===== config.mk =====
export PLATFORM = sky130hd
export DESIGN_NAME = operand_builder
export DESIGN_NICKNAME = d
export VERILOG_FILES = /design/src/rtl/calc_pkg.sv /design/src/rtl/digit_accumulator.sv /design/src/rtl/operand_builder.sv
export SDC_FILE = /design/constraint.sdc
export NUM_CORES = 1
export LEC_CHECK = 0
export ABC_AREA = 1
export BUFFER_PORTS_ARGS = -buffer_cell sky130_fd_sc_hd__buf_4
export CAP_MARGIN = 25
export CORE_ASPECT_RATIO = 0.75
export CORE_MARGIN = 4
export CORE_UTILIZATION = 44
export DETAILED_ROUTE_END_ITERATION = 8
export HOLD_SLACK_MARGIN = 0.08
export PLACE_DENSITY = 0.71
export SLEW_MARGIN = 5
export SYNTH_ARGS = -nofsm -noshare
export SYNTH_HDL_FRONTEND = slang
export SYNTH_SLANG_ARGS = --single-unit

===== constraint.sdc =====
create_clock -name clk -period 4.05 [get_ports clk]
set_input_delay 0.2025 -clock clk [delete_from_list [all_inputs] [get_ports clk]]
set_output_delay 0.2025 -clock clk [all_outputs]
set_load 0.02 [all_outputs]

===== src/rtl/calc_pkg.sv =====
// Shared types and limits for the calculator datapath: operator codes,
// operand-builder states and the accepted operand magnitude.
package calc_pkg;

  typedef enum logic [2:0] {
    OP_NONE = 3'b000,
    OP_NEG  = 3'b001,
    OP_ADD  = 3'b010,
    OP_SUB  = 3'b011,
    OP_MUL  = 3'b100
  } op_t;

  typedef enum logic [1:0] {
    ENTRY_A = 2'd0,
    ENTRY_B = 2'd1,
    ISSUE   = 2'd2
  } builder_state_t;

  localparam int OPERAND_MAG_MAX = 32767;

  // Two's-complement value of a sign/magnitude entry.
  function automatic logic [15:0] apply_sign(input logic [15:0] mag, input logic neg);
    return neg ? (~mag + 16'd1) : mag;
  endfunction

endpackage


===== src/rtl/digit_accumulator.sv =====
// Combinational decimal shift-in: mag*10+digit with limit check.
// Overflow handling selected by OPERAND_SATURATE_EN (saturate) or hold (default).
module digit_accumulator
  import calc_pkg::*;
#(
  parameter int MAX_MAG = OPERAND_MAG_MAX
) (
  input  logic [15:0] mag,
  input  logic [3:0]  digit,
  output logic [15:0] next_mag,
  output logic        ovf
);

  logic [19:0] sum;

  // 20 bits holds 65535*10+9 without wrap, so the compare is exact.
  assign sum = ({4'd0, mag} * 20'd10) + {16'd0, digit};
  assign ovf = (sum > 20'(MAX_MAG));

`ifdef OPERAND_SATURATE_EN
  assign next_mag = ovf ? 16'(MAX_MAG) : sum[15:0];
`else
  assign next_mag = ovf ? mag : sum[15:0];
`endif

endmodule


===== src/rtl/operand_builder.sv =====
// Builds signed A/B operands from decoded keys and issues an A-op-B request.
// Overflow behaviour of digit entry depends on OPERAND_SATURATE_EN.
//
// Handshakes: upstream key is consumed once per read_input assertion
// (read_input must drop for a cycle to re-arm), acknowledged by a one-cycle
// key_read. Downstream request completes in the cycle calc_valid && calc_ready;
// calc_valid holds with stable operands/op_code until then.
module operand_builder
  import calc_pkg::*;
#(
  parameter int MAX_MAG = OPERAND_MAG_MAX
) (
  input  logic        clk,
  input  logic        RST,
  input  logic        read_input,
  input  logic [3:0]  keypad_input,
  input  logic [2:0]  operator_input,
  input  logic        equal_input,
  output logic        key_read,
  output logic [15:0] display_value,
  output logic [15:0] operand_a,
  output logic [15:0] operand_b,
  output logic [2:0]  op_code,
  output logic        calc_valid,
  input  logic        calc_ready,
  output logic        entry_ovf,
  output logic [1:0]  dbg_state
);

  builder_state_t state;
  op_t            op_q;
  logic [15:0]    mag;
  logic           neg;
  logic           have_digit;
  logic           armed;

  logic           consume;
  logic [15:0]    entry;
  logic [15:0]    acc_mag;
  logic           acc_ovf;

  digit_accumulator #(.MAX_MAG(MAX_MAG)) u_acc (
    .mag      (mag),
    .digit    (keypad_input),
    .next_mag (acc_mag),
    .ovf      (acc_ovf)
  );

  assign consume       = read_input && armed && (state != ISSUE);
  assign entry         = apply_sign(mag, neg);
  assign display_value = (state == ISSUE) ? operand_b : entry;
  assign op_code       = op_q;
  assign dbg_state     = state;

  always_ff @(posedge clk) begin
    if (RST) begin
      state      <= ENTRY_A;
      op_q       <= OP_NONE;
      mag        <= 16'd0;
      neg        <= 1'b0;
      have_digit <= 1'b0;
      armed      <= 1'b0;
      operand_a  <= 16'd0;
      operand_b  <= 16'd0;
      key_read   <= 1'b0;
      calc_valid <= 1'b0;
      entry_ovf  <= 1'b0;
    end else begin
      key_read <= consume;
      if (consume)
        armed <= 1'b0;
      else if (!read_input)
        armed <= 1'b1;

      case (state)
        ENTRY_A, ENTRY_B: begin
          if (consume) begin
            if (equal_input) begin
              if (state == ENTRY_B) begin
                operand_b  <= entry;
                calc_valid <= 1'b1;
                state      <= ISSUE;
              end
            end else if (operator_input != 3'b000) begin
              case (op_t'(operator_input))
                OP_NEG: neg <= ~neg;
                OP_ADD, OP_SUB, OP_MUL: begin
                  if (state == ENTRY_A) begin
                    operand_a  <= entry;
                    op_q       <= op_t'(operator_input);
                    mag        <= 16'd0;
                    neg        <= 1'b0;
                    have_digit <= 1'b0;
                    state      <= ENTRY_B;
                  end else if (!have_digit) begin
                    op_q <= op_t'(operator_input);
                  end
                end
                default: ;
              endcase
            end else if (keypad_input <= 4'd9) begin
              mag <= acc_mag;
              if (acc_ovf)
                entry_ovf <= 1'b1;
              else
                have_digit <= 1'b1;
            end
          end
        end
        ISSUE: begin
          if (calc_ready) begin
            calc_valid <= 1'b0;
            mag        <= 16'd0;
            neg        <= 1'b0;
            have_digit <= 1'b0;
            entry_ovf  <= 1'b0;
            op_q       <= OP_NONE;
            state      <= ENTRY_A;
          end
        end
        default: state <= ENTRY_A;
      endcase
    end
  end

endmodule

==> impl_metrics.ini, run 1 <==
[run_status]
status = complete, no violations

[setup_path]
crit_buf_inv = 0
worst-r2r-setup-slack_ns = 0.42
worst-setup-path-type = reg2reg
crit_arrival_ns = 3.82
cp_common_cell = nand2_1
cp_slowest_stage_delay_ns = 0.56
r2r-start = mag[3]$_SDFFE_PP0P_
cp.depth = 22
cp.required_ns = 4.24
critPathTopFamily = simple AND/OR/NAND/NOR gates
path_max_fanout = 18
reg2reg_depth = 22
crit_chain = ha_1 -> ha_1 -> fa_1 -> nand2_1 -> nor2_1 -> nand2_1 -> nand2_1 -> nand2_1 -> nor2_1 -> nand2_1 -> nor2_1 -> nand2_1 -> nor2_2 -> nand3_1 -> nand2_1 -> nand2_1 -> nor2_2 -> nand2_2 -> nand2_4 -> nand2_4 -> nand2_1 -> a21oi_1
critical-path-slowest-cell = fa_1
worstSetupStartpointType = flop
end_kind = flop
worstReg2RegEnd = mag[15]$_SDFFE_PP0P_

[clock_tree]
ctsHtreeMaxLevel = 3
clk_latency_ns = 0.33
clock-sinks = 59
post_cts_buffers = 0
cts_root_buffer = clkbuf_16
cts_buffer_depth = 2
clk_pin_slew_ns = 0.05
numCtsBuffers = 9
tritoncts = yes

[finish]
fin_util = 0.537
num_antenna_cells = 0
final_nets = 853
area_growth_syn_to_layout_pct = 19.3
stdcell_count = 944
layout-drive-gt1-share = 0.142

[min_path]
hold_class = in2reg
holdPathStages = 3
hold_start = operator_input[0]
holdPathEnd = op_code[0]$_SDFFE_PP0P_

[drt]
drt_iter0_drc = 296
ant_nets = 0
wl_per_cell_um = 13.3
firstDrtPassIters = 5
route.detailed.drc = 0
wl_um = 12600
vias = 4889
via_per_inst = 5.18

[place]
io_buffers = 67
pre_cts_ws_ns = 0.487
dp.final_hpwl_um = 9790
numPlacedInstances = 927
place.gp.congestion = 0.923

[timing]
clock.fmax_mhz = 275
skew_ns = 0.00514
fin_setup_tns_ns = 0
period_needed_ns = 3.63
fin_crit_sh = 0.897
rsz0062_at_grt = false
hold_violations = 0
relSlewSlack = 0.369
worst_pin_slew_ns = 0.943
holdWs_ns = 0.179
slew_viol_final = 0
setup_viol = 0
setup_slack_ns = 0.419

[global_routing]
grt_pass1_vias = 4580
grt_overflow = 0
grt_pass1_wl_um = 21100
gr-usage-all-layers = 0.205
antenna_found_initial = 0
grt_max_degree = 49

[synth]
ys_ff_latch = 59
ys_warn_count = 0
ys_top_cells_by_area = dfxtp_1 26%, nand2_1 14%, ha_1 9.7%
syn_area_per_cell_um2 = 6.23
ys_seq_area_frac = 0.255
mappedNetlistNets = 793
yosysTopAreaCellShare = 0.255
postSynthCellCount = 743
synth-edff-count = 0
syn_area_um2 = 4630
yosysUniqueCellTypes = 35
async_reset_ff_frac = 0
ys.flop_type = dfxtp_1
synth_largest_area_cell = dfxtp_1

[floorplanning]
core_area_um2 = 10300
initial_core_util = 0.450
fp.dieW_um = 126
ios = 68
fp-row-count = 32
die-area_um2 = 12200
die_h_um = 96.8

[power_and_ir_drop]
powerDensity_nw_per_um2 = 318
leakage_uw = 0.00285
ir_worst_vdd_mv = 0.242

[flow_run]
drv_cap = 0
## metal layers
metal  track usage  part of all wire  up-vias
li1              -                 -     2513
met1         0.283              0.47     2209
met2         0.321              0.45      144
met3        0.0458             0.066       23
met4        0.0561             0.021        0
met5             0                 0        -
## cell usage after synthesis, types with 2 or more instances
cell type,count
nand3b_1,3
fa_1,2
xor2_1,19
nand2_2,12
nand2_1,176
nor2_1,78
inv_1,106
nand2_4,2
o21ai_0,58
a21oi_1,53
a211oi_1,4
clkbuf_1,17
buf_2,2
nand4_1,10
ha_1,36
dfxtp_1,59
xnor2_1,4
nand3_1,58
a31oi_1,2
nand3_2,2
nor3_1,15
inv_2,4
nor2_2,9
## state kept, by name (all words and copies together), names as in the netlist
register	count
mag	16
operand_a	16
operand_b	16
op_code	3
dbg_state	2
armed	1
calc_valid	1
entry_ovf	1
have_digit	1
key_read	1
neg	1
## cell usage in the layout, fill, tap and decap left out, types with 2 or more instances in the layout
| cell type | count |
|---|---|
| xor2_1 | 19 |
| xnor2_1 | 4 |
| nand2_2 | 12 |
| nand4_1 | 10 |
| inv_1 | 106 |
| nand2_4 | 2 |
| clkbuf_8 | 4 |
| o21ai_0 | 58 |
| clkbuf_1 | 2 |
| nand3_1 | 58 |
| fa_1 | 2 |
| nor2_1 | 78 |
| nand2_1 | 176 |
| a31oi_1 | 2 |
| ha_1 | 36 |
| dfxtp_1 | 59 |
| clkbuf_16 | 9 |
| a21oi_1 | 53 |
| nand3b_1 | 3 |
| buf_4 | 70 |
| inv_2 | 4 |
| nor3_1 | 15 |
| nand3_2 | 2 |
| a211oi_1 | 4 |
| nor2_2 | 9 |
## per-stage QoR
step / instance area [um^2] / power, uW
finish: 5530 / 1760
global route: 5530 / 1840
detailed placement: 5220 / 1030
floorplan: 4630 / 905
global placement: 5220 / 1020
CTS: 5530 / 1770
## worst max path at each step
stage | start | end | slack [ns]
after global placement | mag[3]$_SDFFE_PP0P_ | mag[7]$_SDFFE_PP0P_ | 0.64
after detailed placement | mag[3]$_SDFFE_PP0P_ | mag[15]$_SDFFE_PP0P_ | 0.49
final | mag[3]$_SDFFE_PP0P_ | mag[15]$_SDFFE_PP0P_ | 0.42
after floorplan | mag[3]$_SDFFE_PP0P_ | mag[7]$_SDFFE_PP0P_ | 0.88
after CTS | mag[3]$_SDFFE_PP0P_ | mag[15]$_SDFFE_PP0P_ | 0.46
after global routing | mag[3]$_SDFFE_PP0P_ | mag[9]$_SDFFE_PP0P_ | 0.02
## area by class of cell
cell class	count	area, um^2
Tap cell	136	170
Sequential cell	59	1180
Clock inverter	1	5.00
Multi-Input combinational cell	551	2930
Inverter	111	417
Fill cell	1009	4760
Timing Repair Buffer	71	536
Clock buffer	15	288
## timing repair
action / in CTS / in global routing
hold endpoints to repair: 1 / 0
resized for setup: 0 / 0
hold buffers: 1 / 0
## kinds of logic (layout without fill, tap and decap cells)
kind of cell               after synthesis  after routing  synth area share
and+or+nand+nor                        369            369             0.347
buffers and inverters                  133            198             0.112
AOI/OAI and AO/OA                      121            121             0.136
DFF                                     59             59             0.255
adders and majority gates               38             38             0.106
xor gates and xnor gates                23             23            0.0435
## power breakdown
| group | internal [uW] | leakage [uW] | switching (uW) |
|---|---|---|---|
| Combinational | 124 | 0.00222 | 255 |
| Sequential | 622 | 0.000477 | 27.7 |
| Clock | 479 | 0.000146 | 250 |
## worst min-delay path: stages
cell      delay (ns)
buf_4           0.11
nand3b_1        0.08
a21oi_1         0.06
No activity file was read; power rests on OpenSTA's default activity.
==> inputs of run 2 (changes only) <==
--- a/config.mk
+++ b/config.mk
@@ -13,7 +13,7 @@
 export CORE_UTILIZATION = 44
 export DETAILED_ROUTE_END_ITERATION = 8
 export HOLD_SLACK_MARGIN = 0.08
-export PLACE_DENSITY = 0.71
+export PLACE_DENSITY_LB_ADDON = 0.15
 export SLEW_MARGIN = 5
 export SYNTH_ARGS = -nofsm -noshare
 export SYNTH_HDL_FRONTEND = slang
==> run 2 against run 1 <==
Net effect:
- clock power down 4.1%
- flip-flop and latch count unchanged
- sequential share of layout area is essentially flat
- register-to-register slack gained 0.02 ns
- count of clock-buffer cells in the layout decreased by 2
- final cell count decreased by 0.11%
- non-clock buffer count unchanged
- global-route usage fell by 0.11 points
- fmax increased by 0.65%
- clock skew increased by 0.0026 ns
- utilization down 0.12 points
- total power down 2.1%
- critical endpoint unchanged
- largest cell class unchanged
==> impl_metrics.ini, run 2 (same netlist as run 1, synthesis figures left out) <==
[timing]
worst_pin_slew_ns = 0.871
fin_crit_sh = 0.891
clock.fmax_mhz = 277
rsz0062_at_grt = false
setup_viol = 0
hold_violations = 0
relSlewSlack = 0.418
period_needed_ns = 3.61
skew_ns = 0.00775
slew_viol_final = 0
fin_setup_tns_ns = 0

[drt]
ant_nets = 0
via_per_inst = 5.05
drt_iter0_drc = 290
vias = 4758
wl_per_cell_um = 13.2
firstDrtPassIters = 5
wl_um = 12400
route.detailed.drc = 0

[setup_path]
path_max_fanout = 18
end_kind = flop
worstSetupStartpointType = flop
cp_slowest_stage_delay_ns = 0.56
cp.depth = 22
crit_arrival_ns = 3.78
worst-setup-path-type = reg2reg
critPathTopFamily = simple AND/OR/NAND/NOR gates
cp_common_cell = nand2_1
cp.required_ns = 4.23
crit_buf_inv = 0
crit_chain = ha_1 -> ha_1 -> fa_1 -> nand2_1 -> nor2_1 -> nand2_1 -> nand2_1 -> nand2_1 -> nor2_1 -> nand2_1 -> nor2_1 -> nand2_1 -> nor2_2 -> nand3_1 -> nand2_1 -> nand2_1 -> nor2_2 -> nand2_2 -> nand2_4 -> nand2_4 -> nand2_1 -> a21oi_1
reg2reg_depth = 22
critical-path-slowest-cell = fa_1

[clock_tree]
numCtsBuffers = 9
cts_root_buffer = clkbuf_16
tritoncts = yes
cts_buffer_depth = 2
cts_resized = 0
clk_pin_slew_ns = 0.05
clk_latency_ns = 0.32
ctsHtreeMaxLevel = 3
clock-sinks = 59

[place]
dp.final_hpwl_um = 9840
place_area_um2 = 5220
place.gp.congestion = 0.942
io_buffers = 67

[floorplanning]
ios = 68
fp-row-count = 32
core_area_um2 = 10300
fp.dieW_um = 126
die_h_um = 96.8
initial_core_util = 0.450
die-area_um2 = 12200

[power_and_ir_drop]
pwr-share-comb = 0.217
netSwitchingPower_uw = 519
ir_worst_vdd_mv = 0.234
pwr-share-seq = 0.377
intPower_uw = 1200
clkPwrFrac = 0.406
powerDensity_nw_per_um2 = 312
leakage_uw = 0.00284
p_sw_frac = 0.301

[finish]
nFillCells = 1009
layout-drive-gt1-share = 0.143
area_growth_syn_to_layout_pct = 19.0
final_area_um2 = 5510
mostFrequentLayoutCell = nand2_1
top_regs = mag: 16 flops, operand_a: 16 flops, operand_b: 16 flops
final_cell_mix = 176 x nand2_1, 106 x inv_1, 78 x nor2_1, 70 x buf_4, 59 x dfxtp_1
final_nets = 853
num_antenna_cells = 0

[min_path]
hold_class = in2reg
holdPathStages = 3

[global_routing]
gr-usage-all-layers = 0.203
grtUsageMet2 = 0.317
grt_max_degree = 49
grt_overflow = 0
top_usage_layer = met2
use_met3 = 0.0436
antenna_found_initial = 0
grt_pass1_vias = 4454
grt_pass1_wl_um = 21100
met1_usage = 0.294

[flow_run]
drv_cap = 0

[run_status]
status = complete, no violations
==> run 2: cell types whose count changed in the layout (fill, tap and decap cells not counted), sizes merged <==
cell / previous run / this run
clkbuf: 15 / 13
clkinv: 2 / 3
==> run 2: path summary, 6_finish.rpt <==
check	start	to	slack, ns
worst max-delay path	mag[3]$_SDFFE_PP0P_	mag[15]$_SDFFE_PP0P_	0.44
worst min-delay path	operator_input[0]	op_code[0]$_SDFFE_PP0P_	0.16
worst max register to register	mag[3]$_SDFFE_PP0P_	mag[15]$_SDFFE_PP0P_	0.44
worst min register to register	calc_valid$_SDFFE_PP0P_	calc_valid$_SDFFE_PP0P_	0.45
==> run 2: power by group through the flow <==
stage / registers (uW) / logic, uW / clock network [uW]
after detailed placement: 661 / 371 / 0
after CTS: 650 / 374 / 714
after global routing: 654 / 416 / 741
after global placement: 660 / 368 / 0
final: 650 / 373 / 699
after floorplan: 702 / 203 / 0
==> run 2: tightest hold or removal path, cell delays in order <==
cell	delay [ns]
buf_4	0.11
nand3b_1	0.07
a21oi_1	0.05
==> run 2: layout make-up <==
class / instances / area, um^2 / share of cell area
Multi-Input combinational cell: 551 / 2930 / 0.531
Sequential cell: 59 / 1180 / 0.214
Timing Repair Buffer: 71 / 536 / 0.0971
Inverter: 111 / 417 / 0.0756
Clock buffer: 13 / 270 / 0.0490
Tap cell: 136 / 170 / 0.0309
Clock inverter: 2 / 10.0 / 0.00182
==> run 2: layer usage <==
layer	routed length (um)	share of wire
met3	646	0.052
met5	0	0
met2	5430	0.44
met4	69	0.0056
met1	6270	0.50
==> run 2: repair_timing <==
action,4_1_cts,5_1_grt
setup buffers,0,0
hold buffers,1,0
endpoints found under the hold margin,1,0
==> run 2: stage by stage <==
stage	std cells	power (uW)	hold slack [ns]	setup slack, ns	utilization
global placement	927	1030	0.407	0.636	0.508
CTS	943	1740	0.153	0.452	0.536
detailed placement	927	1030	0.408	0.467	0.508
global route	943	1810	0.195	0.0233	0.536
finish	943	1720	0.161	0.442	0.536
floorplan	743	905	0.306	0.875	-
==> inputs of run 3 (changes only) <==
--- a/config.mk
+++ b/config.mk
@@ -11,10 +11,10 @@
 export CORE_ASPECT_RATIO = 0.75
 export CORE_MARGIN = 4
 export CORE_UTILIZATION = 44
+export CTS_BUF_LIST = sky130_fd_sc_hd__clkbuf_2
 export DETAILED_ROUTE_END_ITERATION = 8
 export HOLD_SLACK_MARGIN = 0.08
 export PLACE_DENSITY_LB_ADDON = 0.15
-export SLEW_MARGIN = 5
 export SYNTH_ARGS = -nofsm -noshare
 export SYNTH_HDL_FRONTEND = slang
 export SYNTH_SLANG_ARGS = --single-unit
==> run 3 against run 2 <==
Net effect:
- combinational power barely moved
- largest cell class unchanged
- clock skew rose by 0.026 ns
- critical endpoint unchanged
- largest power group is now sequential cells
- critical path type unchanged
- count of clock-buffer cells in the layout fell by 3
- sequential share of layout area rose by 0.70 points
==> impl_metrics.ini, run 3 (same netlist as run 1, synthesis figures left out) <==
[run_status]
status = complete, no violations

[clock_tree]
ctsHtreeMaxLevel = 3
tritoncts = yes
clk_latency_ns = 0.50
cts_root_buffer = clkbuf_2
post_cts_buffers = 0
clk_pin_slew_ns = 0.18
numCtsBuffers = 9
cts_buffer_depth = 2
clock-sinks = 59

[timing]
skew_ns = 0.0332
fin_crit_sh = 0.893
fin_setup_tns_ns = 0
holdWs_ns = 0.175
slew_viol_final = 0
setup_slack_ns = 0.432
clock.fmax_mhz = 276
worst_pin_slew_ns = 0.870
rsz0062_at_grt = false
hold_violations = 0
setup_viol = 0
relSlewSlack = 0.418
period_needed_ns = 3.62

[floorplanning]
fp.dieW_um = 126
die_h_um = 96.8
ios = 68
core_area_um2 = 10300
fp-row-count = 32
die-area_um2 = 12200
initial_core_util = 0.450

[drt]
vias = 4769
wl_um = 12400
route.detailed.drc = 0
firstDrtPassIters = 5
wl_per_cell_um = 13.1
ant_nets = 0
via_per_inst = 5.04
drt_iter0_drc = 286

[setup_path]
crit_arrival_ns = 3.98
worstSetupStartpointType = flop
worst-r2r-setup-slack_ns = 0.43
cp.required_ns = 4.41
worst-setup-path-type = reg2reg
path_max_fanout = 18
worstReg2RegEnd = mag[15]$_SDFFE_PP0P_
reg2reg_depth = 22
end_kind = flop
r2r-start = mag[1]$_SDFFE_PP0P_

[power_and_ir_drop]
power.total_uw = 1300
leakage_uw = 0.00277
ir_worst_vdd_mv = 0.175
powerDensity_nw_per_um2 = 244

[global_routing]
grt_max_degree = 49
use_met3 = 0.0513
gr-usage-all-layers = 0.205
top_usage_layer = met2
grt_overflow = 0
met1_usage = 0.295
grt_pass1_wl_um = 21100
grtUsageMet2 = 0.317
grt_pass1_vias = 4423
antenna_found_initial = 0

[flow_run]
drv_cap = 0

[min_path]
holdPathStages = 2
holdPathEnd = op_code[0]$_SDFFE_PP0P_
hold_start = RST
hold_class = in2reg

[finish]
area_growth_syn_to_layout_pct = 15.4
final_cell_mix = 176 x nand2_1, 106 x inv_1, 78 x nor2_1, 70 x buf_4
mostFrequentLayoutCell = nand2_1
layout-drive-gt1-share = 0.141
top_regs = mag: 16 flops, operand_a: 16 flops, operand_b: 16 flops
num_antenna_cells = 0
final_nets = 857

[place]
dp.final_hpwl_um = 9840
pre_cts_ws_ns = 0.467
io_buffers = 67
place.gp.congestion = 0.942
==> run 3: cell count changes in the layout (fill, tap and decap cells not counted) <==
cell and change:
clkbuf_8 -3, clkbuf_1 -1, clkinv_1 +3, dfxtp_1 -1
dfxtp_2 +1, clkbuf_2 +10, dlygate4sd3_1 +4, clkbuf_16 -9
==> run 3: critical path, stage by stage (launching register included) <==
cell	delay, ns
dfxtp_1	0.47
ha_1	0.27
ha_1	0.26
fa_1	0.56
nand2_1	0.09
nor2_1	0.09
nand2_1	0.07
nand2_1	0.07
nand2_1	0.08
nor2_1	0.15
nand2_1	0.08
nor2_1	0.11
nand2_1	0.08
nor2_2	0.13
nand3_1	0.10
nand2_1	0.08
nand2_1	0.05
nor2_2	0.14
nand2_2	0.08
nand2_4	0.19
nand2_4	0.17
nand2_1	0.11
a21oi_1	0.06
==> run 3: layer usage <==
layer | wire, um | up-vias | part of all wire
met1 | 6160 | 2132 | 0.50
li1 | - | 2516 | -
met2 | 5450 | 107 | 0.44
met3 | 693 | 14 | 0.056
met4 | 121 | 0 | 0.0097
met5 | 0 | - | 0
==> run 3: stage by stage <==
step                      area, um^2  cells   util
after floorplan                 4630    743      -
after global placement          5220    927  0.508
after detailed placement        5220    927  0.508
after CTS                       5340    947  0.519
after global routing            5350    947  0.519
final                           5350    947  0.519
==> run 3: what timing repair did <==
action                                  4_1_cts  5_1_grt
hold buffers                                  5        0
endpoints found under the setup margin        0        8
resized for setup                             0        1
endpoints found under the hold margin         5        0
==> run 3: worst max path at each step <==
stage	from	endpoint	depth (start not counted)	slack, ns
final	mag[1]$_SDFFE_PP0P_	mag[15]$_SDFFE_PP0P_	22	0.43
after global placement	mag[3]$_SDFFE_PP0P_	mag[6]$_SDFFE_PP0P_	22	0.64
after CTS	mag[3]$_SDFFE_PP0P_	mag[12]$_SDFFE_PP0P_	22	0.41
after global routing	mag[1]$_SDFFE_PP0P_	mag[6]$_SDFFE_PP0P_	22	0.03
after detailed placement	mag[3]$_SDFFE_PP0P_	mag[12]$_SDFFE_PP0P_	22	0.47
after floorplan	mag[3]$_SDFFE_PP0P_	mag[7]$_SDFFE_PP0P_	23	0.88
==> run 3: layout make-up <==
| class | count | area, um^2 |
|---|---|---|
| clock inverters | 5 | 21.3 |
| multi-input cells | 551 | 2930 |
| fillers | 1036 | 4940 |
| flip-flops and latches | 59 | 1180 |
| clock buffers | 10 | 50.0 |
| repair buffers | 75 | 576 |
| inverters | 111 | 417 |
| well taps | 136 | 170 |
==> run 3: where the power goes <==
group / switching, uW / total [uW] / leakage (uW) / internal [uW]
clock network: 208 / 280 / 0.0000541 / 72.1
registers: 27.1 / 648 / 0.000478 / 621
logic: 250 / 376 / 0.00224 / 126
total: 485 / 1300 / 0.00277 / 819
